==> config.mk <==
export PLATFORM = sky130hd
export DESIGN_NAME = psum_writeback_flat
export DESIGN_NICKNAME = d
export VERILOG_FILES = /design/src/rtl/psum_writeback_if.sv /design/src/rtl/psum_writeback.sv /design/src/flat_wrapper.sv
export SDC_FILE = /design/constraint.sdc
export NUM_CORES = 1
export LEC_CHECK = 0
export ABC_AREA = 0
export BUFFER_PORTS_ARGS = -buffer_cell sky130_fd_sc_hd__buf_2
export CAP_MARGIN = 20
export CORE_ASPECT_RATIO = 0.9
export CORE_MARGIN = 5
export CORE_UTILIZATION = 33
export CTS_CLUSTER_SIZE = 16
export DETAILED_ROUTE_END_ITERATION = 10
export GPL_ROUTABILITY_DRIVEN = 0
export HOLD_SLACK_MARGIN = 0.08
export PLACE_DENSITY = 0.63
export SYNTH_ARGS = -nofsm -noshare
export SYNTH_HDL_FRONTEND = slang
export SYNTH_SLANG_ARGS = --single-unit
==> constraint.sdc <==
create_clock -name clk -period 8.6 [get_ports clk]
set_input_delay 1.72 -clock clk [delete_from_list [all_inputs] [get_ports clk]]
set_output_delay 1.72 -clock clk [all_outputs]
set_load 0.01 [all_outputs]
==> src/rtl/psum_writeback_if.sv <==
// OFIFO-drain and psum SRAM port bundle for the psum writeback stage.
// The master side is the writeback engine; the slave side is the FIFO/SRAM
// environment that supplies rows and holds the psum memory.
interface psum_writeback_if #(
  parameter int col     = 8,
  parameter int psum_bw = 16,
  parameter int addr_bw = 11
);
  logic                     ofifo_valid;
  logic [col*psum_bw-1:0]   ofifo_out;
  logic                     ofifo_rd;
  logic                     mem_cen;
  logic                     mem_wen;
  logic [addr_bw-1:0]       mem_addr;
  logic [col*psum_bw-1:0]   mem_d;
  logic [col*psum_bw-1:0]   mem_q;

  modport master (
    input  ofifo_valid, ofifo_out, mem_q,
    output ofifo_rd, mem_cen, mem_wen, mem_addr, mem_d
  );

  modport slave (
    output ofifo_valid, ofifo_out, mem_q,
    input  ofifo_rd, mem_cen, mem_wen, mem_addr, mem_d
  );
endinterface

==> src/rtl/psum_writeback.sv <==
// Drains psum rows from the corelet OFIFO into consecutive psum SRAM
// addresses. Overwrite mode streams one row per cycle; accumulate mode does a
// read-modify-write per row with lane-wise signed saturating addition.
module psum_writeback #(
  parameter int col     = 8,
  parameter int psum_bw = 16,
  parameter int addr_bw = 11
) (
  input  logic               clk,
  input  logic               reset,
  input  logic               start,
  input  logic               acc_mode,
  input  logic [addr_bw-1:0] base_addr,
  input  logic [addr_bw-1:0] num_rows,
  output logic               busy,
  output logic               done,
  psum_writeback_if.master   bus
);

  localparam int ROW_W = col * psum_bw;
  localparam logic signed [psum_bw-1:0] SAT_MAX = {1'b0, {(psum_bw-1){1'b1}}};
  localparam logic signed [psum_bw-1:0] SAT_MIN = {1'b1, {(psum_bw-1){1'b0}}};

  typedef enum logic [2:0] {
    S_IDLE,
    S_WAIT,
    S_RDWAIT,
    S_WRITE,
    S_FIN
  } state_t;

  state_t             state, state_nxt;
  logic [addr_bw-1:0] addr_q, addr_nxt;
  logic [addr_bw-1:0] rem_q, rem_nxt;
  logic               acc_q, acc_nxt;
  logic               cen_q, cen_nxt;
  logic               wen_q, wen_nxt;
  logic [addr_bw-1:0] maddr_q, maddr_nxt;
  logic [ROW_W-1:0]   d_q, d_nxt;
  logic               busy_q, busy_nxt;
  logic               done_q, done_nxt;
  logic               hold_ld;
  logic [ROW_W-1:0]   hold_q;
  logic [ROW_W-1:0]   sum_row;
  logic               pop;

  // Add two lanes at one extra bit and clamp to the signed lane range.
  function automatic logic signed [psum_bw-1:0] sat_add(
    input logic signed [psum_bw-1:0] a,
    input logic signed [psum_bw-1:0] b
  );
    logic signed [psum_bw:0] s;
    s = $signed({a[psum_bw-1], a}) + $signed({b[psum_bw-1], b});
    if (s[psum_bw] != s[psum_bw-1]) begin
      return s[psum_bw] ? SAT_MIN : SAT_MAX;
    end
    return s[psum_bw-1:0];
  endfunction

  // Pop is the only combinational output: a head row is consumed only in WAIT.
  assign pop          = (state == S_WAIT) && bus.ofifo_valid;
  assign bus.ofifo_rd = pop;
  assign bus.mem_cen  = cen_q;
  assign bus.mem_wen  = wen_q;
  assign bus.mem_addr = maddr_q;
  assign bus.mem_d    = d_q;
  assign busy         = busy_q;
  assign done         = done_q;

  // Lane-wise saturating sum of the stored row and the held OFIFO row.
  always_comb begin
    sum_row = '0;
    for (int i = 0; i < col; i++) begin
      sum_row[i*psum_bw +: psum_bw] = sat_add(bus.mem_q[i*psum_bw +: psum_bw],
                                              hold_q[i*psum_bw +: psum_bw]);
    end
  end

  // Next-state and next registered outputs; SRAM defaults to idle every cycle.
  always_comb begin
    state_nxt = state;
    addr_nxt  = addr_q;
    rem_nxt   = rem_q;
    acc_nxt   = acc_q;
    cen_nxt   = 1'b1;
    wen_nxt   = 1'b1;
    maddr_nxt = maddr_q;
    d_nxt     = d_q;
    busy_nxt  = busy_q;
    done_nxt  = 1'b0;
    hold_ld   = 1'b0;
    case (state)
      S_IDLE: begin
        if (start) begin
          if (num_rows == '0) begin
            done_nxt = 1'b1;
          end else begin
            addr_nxt  = base_addr;
            rem_nxt   = num_rows;
            acc_nxt   = acc_mode;
            busy_nxt  = 1'b1;
            state_nxt = S_WAIT;
          end
        end
      end
      S_WAIT: begin
        if (pop) begin
          cen_nxt   = 1'b0;
          maddr_nxt = addr_q;
          if (acc_q) begin
            hold_ld   = 1'b1;
            state_nxt = S_RDWAIT;
          end else begin
            wen_nxt  = 1'b0;
            d_nxt    = bus.ofifo_out;
            addr_nxt = addr_q + addr_bw'(1);
            rem_nxt  = rem_q - addr_bw'(1);
            if (rem_q == addr_bw'(1)) begin
              state_nxt = S_FIN;
            end
          end
        end
      end
      S_RDWAIT: begin
        state_nxt = S_WRITE;
      end
      S_WRITE: begin
        cen_nxt   = 1'b0;
        wen_nxt   = 1'b0;
        maddr_nxt = addr_q;
        d_nxt     = sum_row;
        addr_nxt  = addr_q + addr_bw'(1);
        rem_nxt   = rem_q - addr_bw'(1);
        state_nxt = (rem_q == addr_bw'(1)) ? S_FIN : S_WAIT;
      end
      S_FIN: begin
        busy_nxt  = 1'b0;
        done_nxt  = 1'b1;
        state_nxt = S_IDLE;
      end
      default: begin
        state_nxt = S_IDLE;
      end
    endcase
  end

  // State, counters and every registered output; reset aborts any job.
  always_ff @(posedge clk or negedge reset) begin
    if (!reset) begin
      state   <= S_IDLE;
      addr_q  <= '0;
      rem_q   <= '0;
      acc_q   <= 1'b0;
      cen_q   <= 1'b1;
      wen_q   <= 1'b1;
      maddr_q <= '0;
      d_q     <= '0;
      busy_q  <= 1'b0;
      done_q  <= 1'b0;
    end else begin
      state   <= state_nxt;
      addr_q  <= addr_nxt;
      rem_q   <= rem_nxt;
      acc_q   <= acc_nxt;
      cen_q   <= cen_nxt;
      wen_q   <= wen_nxt;
      maddr_q <= maddr_nxt;
      d_q     <= d_nxt;
      busy_q  <= busy_nxt;
      done_q  <= done_nxt;
    end
  end

  // Popped row held for the accumulate add two cycles later.
  always_ff @(posedge clk) begin
    if (hold_ld) begin
      hold_q <= bus.ofifo_out;
    end
  end

endmodule

==> src/flat_wrapper.sv <==
// flat-port wrapper written by rule: the top's interface ports become plain ports
module psum_writeback_flat 
#(
  parameter int col     = 8,
  parameter int psum_bw = 16,
  parameter int addr_bw = 11
)
  (clk, reset, start, acc_mode, base_addr, num_rows, busy, done, bus_ofifo_valid, bus_ofifo_out, bus_mem_q, bus_ofifo_rd, bus_mem_cen, bus_mem_wen, bus_mem_addr, bus_mem_d);
  psum_writeback_if #(.col(col), .psum_bw(psum_bw), .addr_bw(addr_bw)) bus_i ();
  input  logic clk;
  input  logic reset;
  input  logic start;
  input  logic acc_mode;
  input  logic [addr_bw-1:0] base_addr;
  input  logic [addr_bw-1:0] num_rows;
  output logic busy;
  output logic done;
  input wire logic [$bits(bus_i.ofifo_valid)-1:0] bus_ofifo_valid;
  input wire logic [$bits(bus_i.ofifo_out)-1:0] bus_ofifo_out;
  input wire logic [$bits(bus_i.mem_q)-1:0] bus_mem_q;
  output wire logic [$bits(bus_i.ofifo_rd)-1:0] bus_ofifo_rd;
  output wire logic [$bits(bus_i.mem_cen)-1:0] bus_mem_cen;
  output wire logic [$bits(bus_i.mem_wen)-1:0] bus_mem_wen;
  output wire logic [$bits(bus_i.mem_addr)-1:0] bus_mem_addr;
  output wire logic [$bits(bus_i.mem_d)-1:0] bus_mem_d;
  assign bus_i.ofifo_valid = bus_ofifo_valid;
  assign bus_i.ofifo_out = bus_ofifo_out;
  assign bus_i.mem_q = bus_mem_q;
  assign bus_ofifo_rd = bus_i.ofifo_rd;
  assign bus_mem_cen = bus_i.mem_cen;
  assign bus_mem_wen = bus_i.mem_wen;
  assign bus_mem_addr = bus_i.mem_addr;
  assign bus_mem_d = bus_i.mem_d;
  psum_writeback #(.col(col), .psum_bw(psum_bw), .addr_bw(addr_bw)) u_core (.clk(clk), .reset(reset), .start(start), .acc_mode(acc_mode), .base_addr(base_addr), .num_rows(num_rows), .busy(busy), .done(done), .bus(bus_i));
endmodule
==> results.txt, run 1 <==
The run finished with clean final reports. The die boundary width came out at 255.2 um. The number of hold violations in the final report is 0. The number of top-level pins is between 400 and 500. The minimum period implied by the final worst setup slack is 5.219 ns. The standard cell area after detailed placement came out at 20,670 um2. The area fraction of the dominant cell type after synthesis is roughly a quarter.

The final core utilization came out at 41.14%. The maximum net fanout on the critical path came out at 15. The share of layout cells above drive strength 1 came out at 23.66%. The number of global-route vias before repair is 16,010. The netlist area before placement came out at approximately 18,000 um2.

The core box area came out at 53,250 um2. The number of rows in the core area came out at 80. The CTS H-tree depth is 2.

The maximum ir drop on the vdd rail came out at 0.1935 mV. The most common cell in the synthesized netlist is o21ai_0. For this design the static power due to leakage is 9.627 nW.

The global-route usage over all layers came out at 19.04%. The CTS clock-pin slew for the worst setup and hold paths came out at 0.06 ns. Timing would allow up to 0.1916 GHz. The global-route wire length before repair is approximately 90,000 um. The critical path required time came out at 9.04 ns. The aggregate global routing overflow came out at 0. Dividing the detail-routed wire length by the instance count gives 19.63 um. The number of placed instances, taps included, is 2,897. The remaining number of nets flagged by the antenna check after routing is 0. The number of antenna violations at the first check in global routing is 24. The floorplan step set the die height to 230.7 um. With fillers left out, the area of the finished cells amounts to 21,910 um2.

The async set-reset flop share out of synthesis is between 50% and 60%. The number of violations reported at the end of detailed-routing iteration 0 came out at 918. The final worst setup slack came out at 3.381 ns. The tightest min-delay check is of the reg -> reg type. The post-route clock skew came out at 0.02184 ns.

The number of slew-limit violations in the final report is 0. The final instance count without filler cells is ~3,000. The number of instances in the synthesized netlist is 1,842. The start-to-end type of the worst setup path is in -> reg. The area of the die is approximately 59,000 um2. The area overhead of the layout relative to synthesis is 22.70%. Summed over all instances, the cell type with the most area after synthesis is dfrtp_1.

The nature of the critical path endpoint is a register. The count of instances resized after the clock tree is built is 0. TritonCTS built the clock tree. For this configuration, the core starts out at a cell density of 33.53%. The overall via count from detail_route came out at 16,040. The clock latency at the later pin of the worst-skew pair is 0.55 ns.

The setup violation total in the final timing report came out at 0. The final wirelength is 58,450 um. The cell sitting at the root of the clock tree is a clkbuf_16. The worst slack at placement is 2.765 ns.

The post-route total power is around 7.6 mW. The half-perimeter wire length of the detailed placement result is 42,770 um. The number of distinct library cells after synthesis came out at 74. The maximum number of pins on one net before global-route repair came out at 90. In the synthesized netlist the dominant register cell turns out to be dfrtp_1. The number of nets produced by synthesis is 2,278.

In this run the mean area of a mapped cell was 9.693 um2. After detailed routing, the number of remaining DRC violations is 0. During placement, the flow inserted port buffers numbering between 400 and 500. In the final design database the tool counted 2,678 nets.

The setup TNS is 0 ns. The total of hold buffers inserted after clock tree synthesis is 0. The clock net in this run drives a total of 297 sinks. For the pin with the worst max-slew slack, the measured transition is 1.015 ns. Dividing total power by cell area gives a power density of 346.5 nW/um2. By area the synthesized netlist is led by dfrtp_1 23%, edfxtp_1 22%, ha_1 10%.

The count of flip-flops with a built-in enable after synthesis came out at 128. The number of vias per cell after detailed routing came out at about 5.4. The worst slew slack as a fraction of its limit came out at between 30 and 40%. By count the netlist is led by 245 x o21ai_0, 178 x nand2_1, 167 x dfrtp_1. Setup repair after global routing left no endpoint under its margin. The max-cap check violation count is 0. The number of synthesized register bits came out at 297.

During synthesis, Yosys emitted a total of 0 warnings. The post-CTS repair timing setup buffer count is 0. The arrival time at the worst endpoint is about 5.7 ns.

The worst setup path is launched from an input port. The count of fill cells added during filler insertion is 5,240. The number of buffers on the longest clock path came out at 3. The final worst-path cycle share is 60.69%.

The final hold slack came out at around 0.47 ns. The sequential-to-total area share from yosys stat is 45.23%. The number of clock buffers inserted by TritonCTS came out at 38. The pre-antenna-repair detailed-routing pass consisted of 5 iterations.
[critical path, cell delays in order]
cell      delay, ns
buf_2          0.09
ha_1           0.15
inv_1          0.05
fa_1           0.37
and2b_1        0.24
o31a_1         0.20
o22ai_1        0.17
o311a_1        0.40
o311a_1        0.37
nand2b_1       0.18
ha_1           0.63
nand2_1        0.13
o21ai_2        0.59
o22ai_1        0.17
o21ai_0        0.19
[metal layers]
| layer | part of all wire [%] | track usage, % | up-vias |
|---|---|---|---|
| met5 | 0.29 | 0 | - |
| met4 | 3.9 | 7.510 | 24 |
| met3 | 8.3 | 5.369 | 142 |
| met2 | 45 | 29.88 | 555 |
| met1 | 42 | 24.91 | 7696 |
| li1 | - | - | 7620 |
[layout by cell type (no fill, tap or decap), types with 56 or more instances in the layout]
cell	instances
nand2_1	177
dfrtp_1	167
nor2_1	112
inv_1	56
xnor2_1	63
edfxtp_1	128
ha_1	145
a21oi_1	128
buf_2	425
o21ai_0	245
[registers in the layout (all words and copies together), names as in the netlist]
signal and flops:
u_core.acc_q 1, u_core.rem_q 11, u_core.state 3, u_core.hold_q 128, u_core.bus.mem_d 128, u_core.bus.mem_wen 1, u_core.bus.mem_cen 1, u_core.done 1
u_core.busy 1, u_core.bus.mem_addr 11, u_core.addr_q 11
[cells by family (layout without fill, tap and decap cells)]
group / after synthesis / after routing / share of synthesized area (%)
AND/OR/NAND/NOR: 506 / 506 / 13.15
XOR/XNOR: 89 / 89 / 4.366
multiplexers: 13 / 13 / 0.8059
flip-flops: 297 / 297 / 45.23
adder cells (fa/ha/maj): 153 / 153 / 11.06
buffers and inverters: 140 / 568 / 3.132
other: 0 / 11 / 0
AO/OA/AOI/OAI: 644 / 644 / 22.26
[cell type report]
class	instances	area, um2	area share, %
diodes	11	27.53	0.1256
clock buffers	51	1041	4.752
clock inverters	17	151.4	0.6911
inverters	57	219.0	0.9995
multi-input cells	1405	9249	42.22
flip-flops and latches	297	8075	36.86
well taps	697	872.1	3.981
repair buffers	443	2272	10.37
[power breakdown]
part / internal, mW / switching (mW) / total, mW
clock: 0.913 / 0.645 / 1.56
combinational: 1.35 / 2.30 / 3.66
sequential: 2.07 / 0.307 / 2.38
total: 4.33 / 3.26 / 7.59
[final timing paths]
kind / from / end / slack [ns] / depth (start not counted)
hold / removal: u_core.bus.mem_d[81]$_DFFE_PN0P_ / u_core.bus.mem_d[81]$_DFFE_PN0P_ / 0.47 / 2
setup / recovery: bus_mem_q[96] / u_core.bus.mem_d[106]$_DFFE_PN0P_ / 3.38 / 15
hold reg to reg: u_core.bus.mem_d[81]$_DFFE_PN0P_ / u_core.bus.mem_d[81]$_DFFE_PN0P_ / 0.47 / 2
setup reg to reg: u_core.hold_q[96]$_DFFE_PP_ / u_core.bus.mem_d[106]$_DFFE_PN0P_ / 4.33 / 14
max in group asynchronous: reset / u_core.bus.mem_d[105]$_DFFE_PN0P_ / 6.08 / 2
min in group asynchronous: reset / u_core.bus.mem_d[49]$_DFFE_PN0P_ / 1.22 / 1
(Power assumes the default switching activity.)
==> inputs of run 2 (changes only) <==
--- a/config.mk
+++ b/config.mk
@@ -15,7 +15,7 @@
 export DETAILED_ROUTE_END_ITERATION = 10
 export GPL_ROUTABILITY_DRIVEN = 0
 export HOLD_SLACK_MARGIN = 0.08
-export PLACE_DENSITY = 0.63
+export PLACE_DENSITY = 0.65
 export SYNTH_ARGS = -nofsm -noshare
 export SYNTH_HDL_FRONTEND = slang
 export SYNTH_SLANG_ARGS = --single-unit
==> constraint.sdc (replaced) <==
create_clock -name clk -period 4.4 [get_ports clk]
set_input_delay 0.88 -clock clk [delete_from_list [all_inputs] [get_ports clk]]
set_output_delay 0.88 -clock clk [all_outputs]
set_load 0.01 [all_outputs]
==> run 2 against run 1 <==
  * Flip-flop and latch count is the same
  * First-iteration DRC count is 18% lower
  * Cell area rose by 1.4%
  * Largest cell class unchanged
  * Largest power group unchanged
  * Worst hold slack worse by 0.036 ns
==> results.txt, run 2 (synthesis gave the netlist of run 1 again) <==
In this run the static leakage power is 9.775 nW. The number of port buffers is ~430. The slew at the pin closest to its max-slew limit is 1.011 ns. The max-cap check violation count is 0.

The overall via count from detail_route is 16,120. The path class of the tightest hold or removal check is in -> async. In the layout the commonest cells are 425 x buf_2, 245 x o21ai_0, 177 x nand2_1. Wires add up to 59,710 um. TritonCTS built the clock tree. For this run the aggregate overflow at the end of global routing stands at 0. Setup repair after global routing left no endpoint under its margin. The clock sink count came out at 297. The global-route usage over all layers came out at 19.37%.

The post-route total power came out at around 15 mW. Once detail routing completed, the nets flagged for antenna violations numbered 0. The setup violation total in the final timing report is 0. The die outline height is roughly 230 um. The CTS clock-pin slew for the worst setup and hold paths is 0.06 ns. The largest single stage delay on the critical path is between 0.3 and 0.4 ns. Compared with the post-synthesis result, the final layout area differs by 24.39%. The worst slew slack as a fraction of its limit is about a third.

The core box area is between 50,000 and 60,000 um2. The kind of start point of the critical path is an input port. The number of violations reported at the end of detailed-routing iteration 0 came out at around 750.

The number of top-level pins came out at about 430. In this run the critical register-to-register path is launched from u_core.hold_q[64]$_DFFE_PP_. Once the clock tree was built, the resizer swapped 0 gates to a different size. The ratio of total power to cell area came out at 685.0 nW/um2.

The number of clock buffers inserted by TritonCTS is 38. The worst setup path is captured at a register. The post-route clock skew came out at 0.01777 ns.

The setup path with the least slack is of type in -> reg. The pre-antenna-repair detailed-routing pass consisted of 5 iterations. The total of hold buffers inserted after clock tree synthesis is 0. The area of the die came out at 58,860 um2. The number of rows in the core area came out at 80. The die boundary width came out at approximately 260 um. The initial utilization of the core area, before any placement, comes to between 30% and 40%. The first global-routing pass estimated 91,070 um of wire. The highest clock frequency the design can meet is 0.2661 GHz.

At the worst endpoint, the required time is 4.83 ns. The cell at the slowest stage of the critical path is a221o_1. The total DRC errors in the routed layout is 0. The root cell of the clock tree is clkbuf_16. The run finished with clean final reports. The final instance count without filler cells is 3,000. Summed over all failing endpoints, the final setup total negative slack is 0 ns. The half-perimeter wire length of the detailed placement result came out at about 44,000 um.

The number of slew-limit violations in the final report is 0. Clock latency on the worst-skew pair, taken at its later pin, is 0.55 ns. The number of global-route vias before repair came to 16,620. The number of nets at the end of the flow is 2,698.

The placed instance count is 2,918. The post-CTS repair timing setup buffer count came out at 0. The share of layout cells above drive strength 1 is around a quarter. VDD sags by at most between 0.3 and 0.4 mV. The minimum period implied by the final worst setup slack is 3.758 ns. The footprint of the multi-input gates is 9249 um2. The clock passes through at most 3 buffers.

The area taken by flip-flops and latches is 8075 um2. The setup slack on the worst flop-to-flop path came out at 0.69 ns. Walking the worst path, the cells encountered are buf_2 -> ha_1 -> inv_1 -> fa_1 -> nor2b_1 -> o31a_1 -> o21a_1 -> a221o_1 -> a31oi_1 -> nor2b_1 -> o21ai_0 -> ha_1 -> a31oi_1 -> o21a_1 -> buf_12 -> o21ai_0 -> a22o_1. Leaving out fill and tap cells, the most frequent cell in the layout is buf_2. The arrival time at the worst endpoint came out at 4.18 ns. The final worst-path cycle share came out at a little under nine tenths. The number of hold violations in the final report is 0. The H-tree was split into 2 levels. The number of antenna violations at the first check in global routing is 21. The number of vias per cell after detailed routing came out at 5.372. The count of fill cells added during filler insertion is 5,238. The launch point of the worst path is bus_mem_q[64]. The maximum net fanout on the critical path is 15. The average wire per cell in the routed design came out at 19.90 um. Entering global routing, the biggest net connects 103 pins.
run 2: cell type report:
| cell class | count | share of cell area [%] |
|---|---|---|
| well taps | 697 | 3.927 |
| clock buffers | 56 | 5.042 |
| diodes | 12 | 0.1352 |
| clock inverters | 13 | 0.5634 |
| flip-flops and latches | 297 | 36.36 |
| inverters | 57 | 0.9859 |
| repair buffers | 463 | 11.34 |
| multi-input cells | 1405 | 41.65 |
run 2: path summary, 6_finish.rpt:
path,end,cells past startpoint
max reg2reg,u_core.bus.mem_d[71]$_DFFE_PN0P_,16
min in group clk,u_core.bus.mem_d[86]$_DFFE_PN0P_,2
max,u_core.bus.mem_d[71]$_DFFE_PN0P_,17
min reg2reg,u_core.bus.mem_d[86]$_DFFE_PN0P_,2
min,u_core.bus.mem_d[42]$_DFFE_PN0P_,1
max in group asynchronous,u_core.bus.mem_cen$_DFF_PN1_,2
run 2: per-layer routing:
metal / wire length, um / track usage (%) / share of wire [%] / up-vias
met5: 111 / 0 / 0.19 / -
met2: 28090 / 31.83 / 47 / 544
met3: 4833 / 5.189 / 8.1 / 122
met4: 1929 / 7.043 / 3.2 / 18
li1: - / - / - / 7654
met1: 24750 / 24.53 / 41 / 7777
run 2: power breakdown:
part	internal [mW]	switching, mW
Sequential	4.04	0.600
Clock	1.84	1.29
Combinational	2.85	4.59
run 2: metrics by stage:
step	utilization, %	instance area (um2)	hold slack (ns)	worst slack, ns
6_report	41.71	22210	0.4365	0.6420
5_1_grt	41.68	22200	0.4842	0.4465
3_5_place_dp	39.30	20930	0.4620	0.1077
2_1_floorplan	-	17860	0.4446	0.4235
3_3_place_gp	39.30	20930	0.4588	0.1445
4_1_cts	41.64	22170	0.4726	0.6944
run 2: worst max-delay path, delay by kind of cell:
family / cells / cell delay (ns)
buffers and inverters: 3 / 0.33
AND/OR/NAND/NOR: 2 / 0.17
AO/OA/AOI/OAI: 9 / 2.07
adder cells (fa/ha/maj): 3 / 0.74
